===== config.mk =====
export PLATFORM = sky130hd
export DESIGN_NAME = uart_echo_flat
export DESIGN_NICKNAME = d
export VERILOG_FILES = /design/src/rtl/uart_echo_if.sv /design/src/rtl/uart_echo.sv /design/src/flat_wrapper.sv
export SDC_FILE = /design/constraint.sdc
export NUM_CORES = 1
export LEC_CHECK = 0
export ABC_AREA = 0
export CORE_MARGIN = 2
export CORE_UTILIZATION = 65
export CTS_BUF_LIST = sky130_fd_sc_hd__clkbuf_4 sky130_fd_sc_hd__clkbuf_8
export CTS_CLUSTER_SIZE = 28
export DETAILED_ROUTE_END_ITERATION = 8
export GPL_TIMING_DRIVEN = 0
export PLACE_DENSITY_LB_ADDON = 0.1
export REMOVE_ABC_BUFFERS = 1
export SYNTH_ARGS = -nofsm -noshare
export SYNTH_HDL_FRONTEND = slang
export SYNTH_SLANG_ARGS = --single-unit

===== constraint.sdc =====
create_clock -name clk -period 6.5 [get_ports clk]
set_input_delay 1.3 -clock clk [delete_from_list [all_inputs] [get_ports clk]]
set_output_delay 1.3 -clock clk [all_outputs]
set_load 0.02 [all_outputs]

===== src/rtl/uart_echo_if.sv =====
// uart_echo_if: serial pins and status outputs of the uart_echo core.
//   rx_in, tx_hold            -> core (serial input, TX flow control)
//   tx_out, tx_busy           <- core (serial output, frame-in-progress flag)
//   rx_data, rx_strobe        <- core (last accepted word, one-cycle update pulse)
//   frame_err, parity_err,
//   overrun                   <- core (one-cycle error pulses)
//   fifo_level                <- core (receive FIFO occupancy)
// The slave modport is the core side; master is the surrounding logic or bench.
interface uart_echo_if #(
  parameter int DATA_BITS  = 8,
  parameter int FIFO_DEPTH = 4
);
  logic                         rx_in;
  logic                         tx_hold;
  logic                         tx_out;
  logic                         tx_busy;
  logic [DATA_BITS-1:0]         rx_data;
  logic                         rx_strobe;
  logic                         frame_err;
  logic                         parity_err;
  logic                         overrun;
  logic [$clog2(FIFO_DEPTH):0]  fifo_level;

  modport master (
    output rx_in, tx_hold,
    input  tx_out, tx_busy, rx_data, rx_strobe, frame_err, parity_err, overrun, fifo_level
  );

  modport slave (
    input  rx_in, tx_hold,
    output tx_out, tx_busy, rx_data, rx_strobe, frame_err, parity_err, overrun, fifo_level
  );
endinterface


===== src/rtl/uart_echo.sv =====
// uart_echo: UART echo core. A shared 16x oversampling tick drives a receiver
// that pushes good words into a power-of-two FIFO, and a transmitter that
// sends the FIFO contents back out.
// Ports: clk (single clock), reset (async, active high), bus (uart_echo_if.slave).
// Optional feature: define UART_ECHO_PARITY_EN for an even-parity bit in both
// directions; without it no parity bit is sent or expected and parity_err is 0.
module uart_echo #(
  parameter int CLK_FREQ   = 50000000,
  parameter int BAUD       = 9600,
  parameter int DATA_BITS  = 8,
  parameter int FIFO_DEPTH = 4
) (
  input logic        clk,
  input logic        reset,
  uart_echo_if.slave bus
);
  localparam int OS_DIV = CLK_FREQ / (16 * BAUD);
  localparam int CNT_W  = (OS_DIV > 1) ? $clog2(OS_DIV) : 1;
  localparam int PTR_W  = $clog2(FIFO_DEPTH);
  localparam int LVL_W  = PTR_W + 1;
  localparam logic [3:0] LAST_BIT = 4'(DATA_BITS - 1);

  localparam logic [2:0] S_IDLE   = 3'd0;
  localparam logic [2:0] S_START  = 3'd1;
  localparam logic [2:0] S_DATA   = 3'd2;
  localparam logic [2:0] S_STOP   = 3'd4;
`ifdef UART_ECHO_PARITY_EN
  localparam logic [2:0] S_PARITY = 3'd3;
`endif

  // Oversampling tick: one pulse every OS_DIV clocks.
  logic [CNT_W-1:0] osCnt_q;
  logic             osTick;
  assign osTick = (osCnt_q == CNT_W'(OS_DIV - 1));

  always_ff @(posedge clk or posedge reset) begin
    if (reset)       osCnt_q <= '0;
    else if (osTick) osCnt_q <= '0;
    else             osCnt_q <= osCnt_q + 1'b1;
  end

  // Two-flop synchroniser; resets to the idle line level so reset never looks like a start bit.
  logic [1:0] rxSync_q;
  logic       rxBit;
  assign rxBit = rxSync_q[1];

  always_ff @(posedge clk or posedge reset) begin
    if (reset) rxSync_q <= 2'b11;
    else       rxSync_q <= {rxSync_q[0], bus.rx_in};
  end

  // Receive FIFO. The push is the registered strobe, so it lands in the same
  // cycle rx_strobe is visible; full was already checked when the word was accepted.
  logic [DATA_BITS-1:0] mem_q [FIFO_DEPTH];
  logic [PTR_W-1:0]     wrPtr_q, rdPtr_q;
  logic [LVL_W-1:0]     level_q;
  logic                 fifoFull, fifoEmpty, push, pop;
  logic                 rxStrobe_q;
  logic [DATA_BITS-1:0] rxData_q;

  assign fifoFull  = (level_q == LVL_W'(FIFO_DEPTH));
  assign fifoEmpty = (level_q == '0);
  assign push      = rxStrobe_q && !fifoFull;

  always_ff @(posedge clk) begin
    if (push) mem_q[wrPtr_q] <= rxData_q;
  end

  always_ff @(posedge clk or posedge reset) begin
    if (reset) begin
      wrPtr_q <= '0;
      rdPtr_q <= '0;
      level_q <= '0;
    end else begin
      if (push) wrPtr_q <= wrPtr_q + 1'b1;
      if (pop)  rdPtr_q <= rdPtr_q + 1'b1;
      case ({push, pop})
        2'b10:   level_q <= level_q + 1'b1;
        2'b01:   level_q <= level_q - 1'b1;
        default: level_q <= level_q;
      endcase
    end
  end

  // Receiver. The 4-bit tick counter wraps on its own, so a full bit is 16 ticks;
  // only the start bit is cut to 8 ticks to move the sample point to mid-bit.
  logic [2:0]           rxState_q, rxState_d;
  logic [3:0]           rxCnt_q, rxCnt_d, rxBitIdx_q, rxBitIdx_d;
  logic [DATA_BITS-1:0] rxShift_q, rxShift_d, rxData_d;
  logic                 rxStrobe_d, frameErr_q, frameErr_d, overrun_q, overrun_d;
`ifdef UART_ECHO_PARITY_EN
  logic                 rxPar_q, rxPar_d, parityErr_q, parityErr_d;
`endif

  always_comb begin
    rxState_d  = rxState_q;
    rxCnt_d    = rxCnt_q;
    rxBitIdx_d = rxBitIdx_q;
    rxShift_d  = rxShift_q;
    rxData_d   = rxData_q;
    rxStrobe_d = 1'b0;
    frameErr_d = 1'b0;
    overrun_d  = 1'b0;
`ifdef UART_ECHO_PARITY_EN
    rxPar_d     = rxPar_q;
    parityErr_d = 1'b0;
`endif
    if (osTick) begin
      rxCnt_d = rxCnt_q + 4'd1;
      case (rxState_q)
        S_IDLE: begin
          rxCnt_d = '0;
          if (!rxBit) rxState_d = S_START;
        end
        S_START: if (rxCnt_q == 4'd7) begin
          rxCnt_d    = '0;
          rxBitIdx_d = '0;
          rxState_d  = rxBit ? S_IDLE : S_DATA;
        end
        S_DATA: if (rxCnt_q == 4'd15) begin
          rxShift_d  = {rxBit, rxShift_q[DATA_BITS-1:1]};
          rxBitIdx_d = rxBitIdx_q + 4'd1;
`ifdef UART_ECHO_PARITY_EN
          if (rxBitIdx_q == LAST_BIT) rxState_d = S_PARITY;
`else
          if (rxBitIdx_q == LAST_BIT) rxState_d = S_STOP;
`endif
        end
`ifdef UART_ECHO_PARITY_EN
        S_PARITY: if (rxCnt_q == 4'd15) begin
          rxPar_d   = rxBit;
          rxState_d = S_STOP;
        end
`endif
        S_STOP: if (rxCnt_q == 4'd15) begin
          rxState_d = S_IDLE;
          // Framing beats parity, parity beats overrun.
          if (!rxBit) frameErr_d = 1'b1;
`ifdef UART_ECHO_PARITY_EN
          else if ((^rxShift_q) != rxPar_q) parityErr_d = 1'b1;
`endif
          else if (fifoFull) overrun_d = 1'b1;
          else begin
            rxStrobe_d = 1'b1;
            rxData_d   = rxShift_q;
          end
        end
        default: rxState_d = S_IDLE;
      endcase
    end
  end

  always_ff @(posedge clk or posedge reset) begin
    if (reset) begin
      rxState_q  <= S_IDLE;
      rxCnt_q    <= '0;
      rxBitIdx_q <= '0;
      rxShift_q  <= '0;
      rxData_q   <= '0;
      rxStrobe_q <= 1'b0;
      frameErr_q <= 1'b0;
      overrun_q  <= 1'b0;
    end else begin
      rxState_q  <= rxState_d;
      rxCnt_q    <= rxCnt_d;
      rxBitIdx_q <= rxBitIdx_d;
      rxShift_q  <= rxShift_d;
      rxData_q   <= rxData_d;
      rxStrobe_q <= rxStrobe_d;
      frameErr_q <= frameErr_d;
      overrun_q  <= overrun_d;
    end
  end

`ifdef UART_ECHO_PARITY_EN
  always_ff @(posedge clk or posedge reset) begin
    if (reset) begin
      rxPar_q     <= 1'b0;
      parityErr_q <= 1'b0;
    end else begin
      rxPar_q     <= rxPar_d;
      parityErr_q <= parityErr_d;
    end
  end
`endif

  // Transmitter. Popping the head and dropping the line happen on the same tick,
  // and each later bit boundary is the 16th tick after the previous one.
  logic [2:0]           txState_q, txState_d;
  logic [3:0]           txCnt_q, txCnt_d, txBitIdx_q, txBitIdx_d;
  logic [DATA_BITS-1:0] txShift_q, txShift_d;
  logic                 txOut_q, txOut_d, txBusy_q, txBusy_d;
`ifdef UART_ECHO_PARITY_EN
  logic                 txPar_q, txPar_d;
`endif

  always_comb begin
    txState_d  = txState_q;
    txCnt_d    = txCnt_q;
    txBitIdx_d = txBitIdx_q;
    txShift_d  = txShift_q;
    txOut_d    = txOut_q;
    txBusy_d   = txBusy_q;
    pop        = 1'b0;
`ifdef UART_ECHO_PARITY_EN
    txPar_d    = txPar_q;
`endif
    if (osTick) begin
      txCnt_d = txCnt_q + 4'd1;
      case (txState_q)
        S_IDLE: begin
          txCnt_d = '0;
          if (!fifoEmpty && !bus.tx_hold) begin
            pop       = 1'b1;
            txShift_d = mem_q[rdPtr_q];
            txOut_d   = 1'b0;
            txBusy_d  = 1'b1;
            txState_d = S_START;
`ifdef UART_ECHO_PARITY_EN
            txPar_d   = ^mem_q[rdPtr_q];
`endif
          end
        end
        S_START: if (txCnt_q == 4'd15) begin
          txBitIdx_d = '0;
          txOut_d    = txShift_q[0];
          txShift_d  = txShift_q >> 1;
          txState_d  = S_DATA;
        end
        S_DATA: if (txCnt_q == 4'd15) begin
          if (txBitIdx_q == LAST_BIT) begin
`ifdef UART_ECHO_PARITY_EN
            txOut_d   = txPar_q;
            txState_d = S_PARITY;
`else
            txOut_d   = 1'b1;
            txState_d = S_STOP;
`endif
          end else begin
            txBitIdx_d = txBitIdx_q + 4'd1;
            txOut_d    = txShift_q[0];
            txShift_d  = txShift_q >> 1;
          end
        end
`ifdef UART_ECHO_PARITY_EN
        S_PARITY: if (txCnt_q == 4'd15) begin
          txOut_d   = 1'b1;
          txState_d = S_STOP;
        end
`endif
        S_STOP: if (txCnt_q == 4'd15) begin
          txBusy_d  = 1'b0;
          txState_d = S_IDLE;
        end
        default: txState_d = S_IDLE;
      endcase
    end
  end

  always_ff @(posedge clk or posedge reset) begin
    if (reset) begin
      txState_q  <= S_IDLE;
      txCnt_q    <= '0;
      txBitIdx_q <= '0;
      txShift_q  <= '0;
      txOut_q    <= 1'b1;
      txBusy_q   <= 1'b0;
    end else begin
      txState_q  <= txState_d;
      txCnt_q    <= txCnt_d;
      txBitIdx_q <= txBitIdx_d;
      txShift_q  <= txShift_d;
      txOut_q    <= txOut_d;
      txBusy_q   <= txBusy_d;
    end
  end

`ifdef UART_ECHO_PARITY_EN
  always_ff @(posedge clk or posedge reset) begin
    if (reset) txPar_q <= 1'b0;
    else       txPar_q <= txPar_d;
  end
  assign bus.parity_err = parityErr_q;
`else
  assign bus.parity_err = 1'b0;
`endif

  assign bus.tx_out     = txOut_q;
  assign bus.tx_busy    = txBusy_q;
  assign bus.rx_data    = rxData_q;
  assign bus.rx_strobe  = rxStrobe_q;
  assign bus.frame_err  = frameErr_q;
  assign bus.overrun    = overrun_q;
  assign bus.fifo_level = level_q;
endmodule


===== src/flat_wrapper.sv =====
// flat-port wrapper written by rule: the top's interface ports become plain ports
module uart_echo_flat 
#(
  parameter int CLK_FREQ   = 50000000,
  parameter int BAUD       = 9600,
  parameter int DATA_BITS  = 8,
  parameter int FIFO_DEPTH = 4
)
  (clk, reset, bus_rx_in, bus_tx_hold, bus_tx_out, bus_tx_busy, bus_rx_data, bus_rx_strobe, bus_frame_err, bus_parity_err, bus_overrun, bus_fifo_level);
  uart_echo_if #(.DATA_BITS(DATA_BITS), .FIFO_DEPTH(FIFO_DEPTH)) bus_i ();
  input logic clk;
  input logic reset;
  input wire logic [$bits(bus_i.rx_in)-1:0] bus_rx_in;
  input wire logic [$bits(bus_i.tx_hold)-1:0] bus_tx_hold;
  output wire logic [$bits(bus_i.tx_out)-1:0] bus_tx_out;
  output wire logic [$bits(bus_i.tx_busy)-1:0] bus_tx_busy;
  output wire logic [$bits(bus_i.rx_data)-1:0] bus_rx_data;
  output wire logic [$bits(bus_i.rx_strobe)-1:0] bus_rx_strobe;
  output wire logic [$bits(bus_i.frame_err)-1:0] bus_frame_err;
  output wire logic [$bits(bus_i.parity_err)-1:0] bus_parity_err;
  output wire logic [$bits(bus_i.overrun)-1:0] bus_overrun;
  output wire logic [$bits(bus_i.fifo_level)-1:0] bus_fifo_level;
  assign bus_i.rx_in = bus_rx_in;
  assign bus_i.tx_hold = bus_tx_hold;
  assign bus_tx_out = bus_i.tx_out;
  assign bus_tx_busy = bus_i.tx_busy;
  assign bus_rx_data = bus_i.rx_data;
  assign bus_rx_strobe = bus_i.rx_strobe;
  assign bus_frame_err = bus_i.frame_err;
  assign bus_parity_err = bus_i.parity_err;
  assign bus_overrun = bus_i.overrun;
  assign bus_fifo_level = bus_i.fifo_level;
  uart_echo #(.CLK_FREQ(CLK_FREQ), .BAUD(BAUD), .DATA_BITS(DATA_BITS), .FIFO_DEPTH(FIFO_DEPTH)) u_core (.clk(clk), .reset(reset), .bus(bus_i));
endmodule

==> results by group <==
Logic synthesis
  • Largest family of logic cells by synthesized area: multiplexers
  • Synth Instances: 339
  • Most frequent cell after synthesis: dfrtp_1
  • Xor-xnor portion of the synthesized cell area: 0.02681
  • Simple-Gate Fraction of Synth Area: 0.1297
  • Leading area contributor after synthesis: dfrtp_1
  • Commonest cells post-synth: dfrtp_1 (66), mux2_2 (35), edfxtp_1 (32)
  • Sequential element share of the synthesized area: 0.5885
  • EDFF count, synth: 32
  • Adder-cell share of the synthesized area: 0.03447
  • Library cells used by synthesis: 58
  • Ys Warns: 0
  • Flops & latches, synth: 101
  • Top post-synthesis cells by area: dfrtp_1 (36%), edfxtp_1 (21%), mux2_2 (8.6%), mux4_2 (3.9%), ha_1 (3.0%)
  • Synth Area in Compound Gates: 0.06129
  • Multiplexer area fraction after synthesis: 0.1321
  • Most used DFF post-synth: dfrtp_1
  • Post-synth top area share: 0.3611
  • Mapped cell area: 4573 sq um
  • Synth Area per Inst: 13.49 sq um
  • Ys async rst share: 0.6832

STA
  • Pins over their slew limit: 0
  • Worst setup margin: 3.126 ns
  • Minimum clock period: 3.374 ns
  • Setup repair after global routing missed its margin: false
  • Final setup vio count: 0
  • Clock skew: 0.01017 ns
  • Hold Fails Final Rpt: 0
  • Max frequency: 296.4 MHz
  • Crit share post-route: 0.5190
  • Worst slew pin tran: 1.199 ns
  • Min Hold Slack: 0.3612 ns
  • Setup TNS: 0 ns
  • Max-slew headroom: 0.2003

Worst setup path
  • Largest stage delay on the critical path: 0.97 ns
  • Critical Path RT: 6.79 ns
  • CP Data Arrival Time: 3.66 ns
  • CP Cell Sequence: inv_1 -> ha_1 -> nor4b_4 -> and2_0 -> and3_1 -> ha_1 -> inv_1 -> fa_1 -> xor2_1 -> nor2_1 -> xor2_1
  • Critical R2R Launch: u_core.osCnt_q[0]$_DFF_PP0_
  • Crit Path Category: reg2reg
  • Endpoint class of the critical path: register
  • R2r endpoint: u_core.bus.fifo_level[2]$_DFFE_PP0P_
  • R2R Setup Slk: 3.13 ns
  • Worst Reg2Reg Path Length in Cells: 11
  • Slowest-stage cell, CP: and2_0
  • CP Max Fanout: 23
  • Startpoint types: register

Route
  • DRT Pass-1 Iters: 4
  • Antenna Nets Post-Route: 0
  • Vias after detailed routing: 2693
  • WL final: 7.607 mm
  • WL per Instance: 16.68 um
  • Starting DRC count in detailed routing: 172
  • Vias per cell: 5.906
  • DRC viols: 0

Power
  • Pwr/cell area: 215.1 nW/um^2
  • Peak supply drop: 149.5 uV
  • Design Power: 1.082 mW
  • Leak Pwr: 2.018 nW

Clock tree
  • Worst-path clk slew: 0.10 ns
  • Post-CTS Hold Buffers: 0
  • Worst-Skew Late Latency: 0.36 ns
  • CTS resizes: 0
  • CTS tree: done
  • Clock Sinks: 101
  • Root Driver: clkbuf_8
  • Max Buffers Root-to-Sink: 2
  • H-tree depth: 3
  • Post-CTS Setup Bufs: 0
  • Cts bufs inserted: 9

Cells and area
  • Layout cells sized above 1: 0.2028
  • FILL cells: 447
  • Final Util: 0.7403
  • Diode count: 0
  • Final std cells w/o fill: 456
  • Layout Nets: 371
  • Area Overhead vs Synth: 9.986%
  • Final instance area: 5030 sq um

Place
  • DP Worst Slack: 3.114 ns
  • PortBufs: 19
  • Post-DP HPWL: 5.240 mm
  • Area after DPL: 4818 sq um
  • Routability Congestion: 0.8193
  • Dpl cells: 440

Global route
  • First-pass GRT wire length: 12.96 mm
  • Initial antenna violation count: 0
  • GRT overflow: 0
  • Tot GR Track Use: 0.2227
  • Vias in the first global route: 2663
  • Largest net degree at the start of global routing: 70

Flow run
  • Max-Cap Viols: 0

Floorplanning
  • Effective utilization at floorplan: 0.6731
  • Die height: 87.88 um
  • I/O Pins: 21
  • Die X: 87.88 um
  • Core Box Area: 6794 sq um
  • # rows: 30
  • DIE AREA: 7723 sq um

Hold path
  • Worst Hold Path Cells: 0
  • HP Start: u_core.rxSync_q[0]$_DFF_PP1_
  • Hold Path Sink: u_core.rxSync_q[1]$_DFF_PP1_
  • Tightest Hold Check Type: reg2reg

Status
  • Status: finished clean
## per-layer routing
layer,part of all wire,wire length (um),GRT usage,vias up
met2,0.49,3735,0.3471,40
met3,0.026,199,0.03959,13
met1,0.47,3544,0.3216,1360
li1,-,-,-,1280
met5,0,0,0,-
met4,0.017,127,0.07692,0
## cell usage in the layout, fill, tap and decap left out, types with 3 or more instances in the layout
cell type	count
dfrtp_1	66
mux2_2	35
edfxtp_1	32
clkdlybuf4s50_1	19
nor2_1	16
nand3_1	14
nand2_1	14
inv_1	13
o21ai_0	13
ha_1	11
and3_1	9
clkbuf_8	9
xor2_1	8
mux4_2	8
xnor2_1	6
nand4_1	6
nor3_1	5
nor3b_1	5
and2_1	4
mux2i_1	3
or3_1	3
and3b_1	3
a211oi_1	3
o2bb2ai_1	3
o31ai_1	3
a21oi_1	3
dfstp_2	3
## layout make-up
cell class                      count  area (sq um)  area share
Inverter                           14         55.05     0.01095
Clock buffer                        9         123.9     0.02463
Multi-Input combinational cell    210          1762      0.3502
Tap cell                           96         120.1     0.02388
Timing Repair Buffer               19         190.2     0.03781
Sequential cell                   101          2691      0.5351
Clock inverter                      7         87.58     0.01741
## how the worst max path moves through the flow
| stage | startpoint | end | slack [ns] | depth (start not counted) |
|---|---|---|---|---|
| 2_1_floorplan | reset | u_core.bus.fifo_level[0]$_DFFE_PP0P_ | 3.47 | 1 |
| 5_1_grt | u_core.osCnt_q[0]$_DFF_PP0_ | u_core.bus.fifo_level[2]$_DFFE_PP0P_ | 2.87 | 11 |
| 4_1_cts | u_core.osCnt_q[0]$_DFF_PP0_ | u_core.bus.fifo_level[2]$_DFFE_PP0P_ | 3.09 | 11 |
| 3_3_place_gp | reset | u_core.bus.rx_data[0]$_DFFE_PP0P_ | 2.34 | 2 |
| 3_5_place_dp | u_core.osCnt_q[0]$_DFF_PP0_ | u_core.bus.fifo_level[2]$_DFFE_PP0P_ | 3.11 | 11 |
| 6_report | u_core.osCnt_q[0]$_DFF_PP0_ | u_core.bus.fifo_level[2]$_DFFE_PP0P_ | 3.13 | 11 |
## power breakdown
group          internal [mW]  switching [mW]
Sequential             0.653        0.000554
Clock                  0.188           0.228
Combinational        0.00256         0.00991
## logic make-up after synthesis
logic type	Yosys count
AO/OA/AOI/OAI	40
XOR/XNOR	14
adder cells (fa/ha/maj)	12
buffers and inverters	28
flip-flops	101
multiplexers	46
other	1
AND/OR/NAND/NOR	97
## sequential cells by signal, indices dropped and copies added, names as in the netlist
signal	count
u_core.bus.fifo_level	3
u_core.bus.frame_err	1
u_core.bus.overrun	1
u_core.bus.rx_data	8
u_core.bus.rx_strobe	1
u_core.bus.tx_busy	1
u_core.bus.tx_out	1
u_core.mem_q	32
u_core.osCnt_q	9
u_core.rdPtr_q	2
u_core.rxBitIdx_q	4
u_core.rxCnt_q	4
u_core.rxShift_q	8
u_core.rxState_q	3
u_core.rxSync_q	2
u_core.txBitIdx_q	4
u_core.txCnt_q	4
u_core.txShift_q	8
u_core.txState_q	3
u_core.wrPtr_q	2
## critical path: cells and delay by family, from the launching register on
family	cells	cell delay [ns]
xor gates and xnor gates	2	0.30
buffers and inverters	2	0.14
adders and majority gates	3	0.71
and+or+nand+nor	4	1.70
DFF	1	0.44
Note: power is estimated with default switching activity, not from simulation.
